File: config.mk
export PLATFORM = sky130hd
export DESIGN_NAME = if_fetch_stage
export DESIGN_NICKNAME = d
export VERILOG_FILES = /design/src/rtl/if_fetch_stage.sv
export SDC_FILE = /design/constraint.sdc
export NUM_CORES = 1
export LEC_CHECK = 0
export CORE_MARGIN = 2
export CORE_UTILIZATION = 41
export DETAILED_ROUTE_END_ITERATION = 10
export HOLD_SLACK_MARGIN = 0.06
export PLACE_DENSITY_LB_ADDON = 0.08
export SETUP_SLACK_MARGIN = 0.3
export SLEW_MARGIN = 10
export SYNTH_ARGS = -nofsm -noshare
export SYNTH_HDL_FRONTEND = slang
export SYNTH_SLANG_ARGS = --single-unit
File: constraint.sdc
create_clock -name clk -period 3.18 [get_ports clk]
set_input_delay 0.636 -clock clk [delete_from_list [all_inputs] [get_ports clk]]
set_output_delay 0.636 -clock clk [all_outputs]
set_load 0.01 [all_outputs]
File: src/rtl/if_fetch_stage.sv
// if_fetch_stage: instruction-fetch stage around an external word-addressed PC register.
//   Picks the PC register's next value (reset, branch, jump, hold or sequential),
//   drives the instruction-memory address, and captures the fetched instruction
//   into the IF/ID pipeline register. It also keeps a saturating count of the
//   bubbles it inserts.
// Ports:
//   clk, reset          rising-edge clock, synchronous active-low reset
//   pc_in / next_pc     PC register output / PC register input (combinational)
//   imem_addr/imem_data instruction memory word address / asynchronous read data
//   stall, flush        hazard hold / control squash of IF/ID
//   br_taken, br_target EX-stage taken branch and its word target
//   jump, jump_index    ID-stage jump and its 26-bit index field
//   if_id_*             registered instruction, pc+1 and valid
//   bubble_cnt          saturating count of bubbles loaded into IF/ID
module if_fetch_stage #(
    parameter int unsigned ADDR_W   = 30,
    parameter int unsigned INSTR_W  = 32,
    parameter logic [ADDR_W-1:0] RESET_PC = '0,
    parameter int unsigned CNT_W    = 16
) (
    input  logic               clk,
    input  logic               reset,
    input  logic [ADDR_W-1:0]  pc_in,
    output logic [ADDR_W-1:0]  next_pc,
    output logic [ADDR_W-1:0]  imem_addr,
    input  logic [INSTR_W-1:0] imem_data,
    input  logic               stall,
    input  logic               flush,
    input  logic               br_taken,
    input  logic [ADDR_W-1:0]  br_target,
    input  logic               jump,
    input  logic [25:0]        jump_index,
    output logic [INSTR_W-1:0] if_id_instr,
    output logic [ADDR_W-1:0]  if_id_pc_plus1,
    output logic               if_id_valid,
    output logic [CNT_W-1:0]   bubble_cnt
);

    localparam int unsigned JIDX_W = 26;

    logic [INSTR_W-1:0] r_instr;
    logic [ADDR_W-1:0]  r_pc_plus1;
    logic               r_valid;
    logic [CNT_W-1:0]   r_bubble_cnt;

    logic [ADDR_W-1:0]  w_pc_plus1;
    logic [ADDR_W-1:0]  w_jump_target;
    logic               w_jump_go;
    logic               w_load_bubble;

    // Sequential PC wraps silently at the top of the word address space.
    assign w_pc_plus1    = pc_in + ADDR_W'(1);
    // Jump keeps the region bits of the instruction now sitting in ID.
    assign w_jump_target = {r_pc_plus1[ADDR_W-1:JIDX_W], jump_index};
    // A stalled ID stage cannot act on its jump; it is presented again next cycle.
    assign w_jump_go     = jump && !stall;
    assign w_load_bubble = br_taken || flush || w_jump_go;

    assign imem_addr = pc_in;

    // Next-PC select, highest priority first.
    always_comb begin
        next_pc = w_pc_plus1;
        if (!reset) begin
            next_pc = RESET_PC;
        end else if (br_taken) begin
            next_pc = br_target;
        end else if (w_jump_go) begin
            next_pc = w_jump_target;
        end else if (stall) begin
            next_pc = pc_in;
        end
    end

    // IF/ID register and bubble counter.
    always_ff @(posedge clk) begin
        if (!reset) begin
            r_instr      <= '0;
            r_pc_plus1   <= '0;
            r_valid      <= 1'b0;
            r_bubble_cnt <= '0;
        end else if (w_load_bubble) begin
            r_instr    <= '0;
            r_pc_plus1 <= '0;
            r_valid    <= 1'b0;
            if (r_bubble_cnt != '1) begin
                r_bubble_cnt <= r_bubble_cnt + CNT_W'(1);
            end
        end else if (!stall) begin
            r_instr    <= imem_data;
            r_pc_plus1 <= w_pc_plus1;
            r_valid    <= 1'b1;
        end
    end

    assign if_id_instr    = r_instr;
    assign if_id_pc_plus1 = r_pc_plus1;
    assign if_id_valid    = r_valid;
    assign bubble_cnt     = r_bubble_cnt;

endmodule
Yosys cells after proc, flatten, opt, wreduce, memory -nomap -nowiden --
Cells that the tools add are included.
Storage, ports and cells: bits in registers 79, input bits 124, output and inout port bits 139, logic and storage cells 18
Operators by class: $add $sub $neg 2, equal/unequal tests 1, mux-type cells 4, bitwise gates (word level) 1, reductions and logical operators 6
Operators with widths (count):
- two-way mux 30 bit | 4
- adder 30 x 1 -> 30 bit, second input constant | 1
- adder 16 x 1 -> 16 bit, second input constant | 1
- inequality test 16 bit, second input constant | 1
- logical OR 1 bit | 2
- AND reduction 2 bit | 1
- OR reduction 2 bit | 1
- logical AND 1 bit | 1
- logical NOT 1 bit | 1
- NOT 1 bit | 1

Logic depth before layout (Yosys ltp) --
depth after elaboration 5, mapped depth 8, mapped depth without buffers 6

Worst setup path after synthesis --
Ideal clock, no wire load.
path type input to output, start input port pc_in[13], end output port next_pc[29], data arrival time 2322 ps, required time 2544 ps, setup slack 222 ps, stages on the path 6, buffers on the path 1, cells stage by stage buf_2 nand3_1 nor3_1 or4b_4 or3_1 a31oi_1
Between the ends: cells in the longest elaborated chain, start to end 5
Ends and longest elaborated chain:
- from (decl) | line 23 | input logic [ADDR_W-1:0] pc_in,
- adder 30 x 1 -> 30 bit | line 52 | assign w_pc_plus1 = pc_in + ADDR_W'(1);
- two-way mux 30 bit | line 70 | end else if (stall) begin
- two-way mux 30 bit | line 68 | end else if (w_jump_go) begin
- two-way mux 30 bit | line 66 | end else if (br_taken) begin
- two-way mux 30 bit | line 64 | if (!reset) begin
- to (decl) | line 24 | output logic [ADDR_W-1:0] next_pc,
No other way between the ends.

Worst setup path after layout --
start input port pc_in[23], end output port next_pc[29]
The elaborated chain is that of the path after synthesis.

==> impl_metrics.json <==
{
  "clock_latency_ns": 0.35,
  "grt_pass1_vias": 6394,
  "synth_seq_cells": 79,
  "wirelength_microns": 21700,
  "ff_latch_area_sq_mm": 0.00158,
  "r2r-start": "bubble_cnt[0]",
  "worstPathArrival_ns": 2.33,
  "fp-row-count": 40,
  "die_h_microns": 115,
  "ant_nets": 0,
  "endpoint": "next_pc[29]",
  "synthCells": 670,
  "worstPathMaxFanout": 2,
  "yosysTopAreaCell": "dfxtp_1",
  "syn_area_sq_mm": 0.00509,
  "synth_top_cell_area_share_pct": 31.0,
  "worstMarginPinSlew_ns": 0.771,
  "routabilityCongestion": 0.964,
  "ir_worst_vdd_uv": 248,
  "setup_viol": 0,
  "drcViolationCount": 0,
  "synth_common_cells": "dfxtp_1, nor2_1, nand2_1",
  "skew_ns": 0.00473,
  "cts.sinks": 79,
  "dp_hpwl_microns": 15800,
  "wire_per_inst_microns": 18.4,
  "synthFlopType": "dfxtp_1",
  "stdcell_count": 1181,
  "synth-async-reset-ratio_pct": 0,
  "r2r_slack_ns": 1.37,
  "synth_area_leaders": "dfxtp_1, mux2i_1, a21oi_1",
  "n_antenna_cell": 0,
  "yosysSeqAreaShare_pct": 31.0,
  "gr-usage-met2_pct": 53.5,
  "crit_chain": "buf_8, nand3_4, or3_4, or4b_4, or3_4, a31oi_4, buf_6",
  "finalWorstSetupSlack_ns": 0.213,
  "drt-initial-drc-count": 538,
  "avgSynthCellArea_sq_um": 7.60,
  "drv_cap": 0,
  "vias": 6553,
  "crit_top_cell": "or3_4",
  "clock_path_buffers": 2,
  "critPathLaunchType": "input pin",
  "yosys_warnings": 0,
  "cp_slowest_cell": "or4b_4",
  "dp.cells": 1139,
  "cts_tree": "built",
  "clk_pin_slew_worst_paths_ns": 0.06,
  "antenna_found_initial": 0,
  "max_freq_mhz": 337,
  "die_x_microns": 115,
  "crit_path_max_incr_delay_ns": 0.53,
  "cts-root-buf": "clkbuf_16",
  "yosysMostFrequentCell": "dfxtp_1",
  "grt_max_degree": 32,
  "grt.overflow.total": 0,
  "preCtsSetupSlack_ns": -0.651,
  "syn-num-nets": 796,
  "rsz0062_at_grt": "yes",
  "period_minus_slack_ns": 2.97,
  "worstPathRequired_ns": 2.54,
  "ys_types": 62,
  "coreArea_sq_mm": 0.0121,
  "path_buf_inv": 2,
  "firstDrtPassIters": 5,
  "area_growth_syn_to_layout_pct": 79.9,
  "cts_buffers": 9,
  "cp-startpoint": "pc_in[23]",
  "crit_path_end_kind": "output port",
  "period_share_pct": 93.3,
  "io_buffer_count": 262,
  "viasPerCell": 5.55,
  "max_slew_margin_pct": 48.2,
  "initial_core_util_pct": 42.2,
  "grt_util_met3_pct": 9.00,
  "p_per_area_mw_per_mm2": 314,
  "worstSetupPathType": "input pin to output port",
  "met1_usage_pct": 36.5,
  "synth_edf_count": 0,
  "grt_first_pass_wirelength_microns": 32600,
  "whs_ns": 0.462,
  "timing.final.hold_violations": 0,
  "track_usage_pct": 31.3,
  "slew_violations": 0,
  "p_leak_nw": 3.74,
  "cts_hold_buf": 0,
  "status": "completed",
  "min_path_type": "flop to flop",
  "die_area_sq_mm": 0.0133,
  "fin_nets": 1134,
  "ios": 263,
  "rr_worst_depth": 6,
  "busiest_layer": "met2",
  "layout-drive-gt1-share_pct": 27.4,
  "nFillCells": 900,
  "critical_path.top_delay_family": "simple AND/OR/NAND/NOR gates",
  "multi_input_area_sq_mm": 0.00332,
  "crit_cells": 7,
  "htree_levels": 3,
  "r2r_end": "bubble_cnt[10]"
}
-- layout make-up --
type                       count  area share (%)
sequential                    79            17.3
inverter                      11           0.505
multi-input combinational    494            36.2
clock buffer                   9            2.46
clock inverter                 7           0.969
timing repair buffer         413            40.3
tap                          168            2.29
-- flip-flops by register name, summed over array words and instances (netlist names) --
name and cells:
if_id_instr 32, if_id_pc_plus1 30, bubble_cnt 16, if_id_valid 1
-- how the worst min path moves through the flow --
stage	end	start	cells past startpoint	slack (ns)
2_1_floorplan	if_id_pc_plus1[13]	if_id_pc_plus1[13]	2	0.49
3_3_place_gp	if_id_valid	if_id_valid	1	0.44
3_5_place_dp	if_id_valid	if_id_valid	1	0.45
4_1_cts	if_id_valid	if_id_valid	1	0.46
5_1_grt	if_id_valid	if_id_valid	1	0.48
6_report	if_id_valid	if_id_valid	1	0.46
-- worst register-to-register path, cell delays in order, from the launching register on --
cell     delay (ns)
dfxtp_1        0.40
ha_1           0.23
nand4_1        0.16
nor2_1         0.36
a21o_1         0.32
o21ai_0        0.14
a21oi_1        0.14
-- power breakdown --
group,switching [mW],internal (mW)
logic,0.357,0.402
registers,0.0126,1.01
clock network,0.472,0.625
-- cell usage in the layout, fill, tap and decap left out, drive strengths merged, types with 3 or more instances in the layout --
cell / n
a211oi: 3
a21oi: 57
a221oi: 4
a22oi: 3
a31oi: 7
and3: 8
and4: 7
buf: 181
clkbuf: 23
clkdlybuf4s15: 4
clkdlybuf4s50: 201
clkinv: 4
dfxtp: 79
dlygate4sd2: 12
inv: 11
mux2i: 42
nand2: 65
nand2b: 5
nand3: 25
nand4: 11
nor2: 72
nor2b: 3
nor3: 15
nor4: 14
o211a: 5
o211ai: 9
o21ai: 53
o221ai: 3
o22ai: 6
o311ai: 3
o31a: 3
o31ai: 6
or3: 8
xnor2: 21
xor2: 9
-- routing by layer --
| layer | up-vias | wire [microns] |
|---|---|---|
| met2 | 373 | 10500 |
| li1 | 3059 | - |
| met3 | 77 | 2090 |
| met1 | 3044 | 8190 |
| met5 | - | 0 |
| met4 | 0 | 911 |
-- cell families (layout without fill, tap and decap cells) --
family	Yosys count	after routing	share of synthesized area, %
and+or+nand+nor	243	243	23.6
AOI/OAI and AO/OA	175	175	20.9
buffers and inverters	97	440	10.0
DFF	79	79	31.0
muxes	44	44	8.70
xor gates and xnor gates	30	30	5.16
adders and majority gates	2	2	0.491
-- through the flow --
step           TNS [ns]  cell area [sq um]  util [%]  power [mW]
6_report              0               9170      76.0        2.88
3_3_place_gp     -10.64               8420      69.8        1.76
3_5_place_dp     -11.19               8420      69.8        1.77
4_1_cts               0               9000      74.6        2.86
5_1_grt               0               9170      76.0        2.98
2_1_floorplan         0               5110         -        1.34
-- what timing repair did --
action / CTS / global route
pin swaps: 27 / 29
buffers inserted: 17 / 9
resized for setup: 219 / 81
endpoints found under the setup margin: 30 / 24
(Power assumes the default switching activity.)
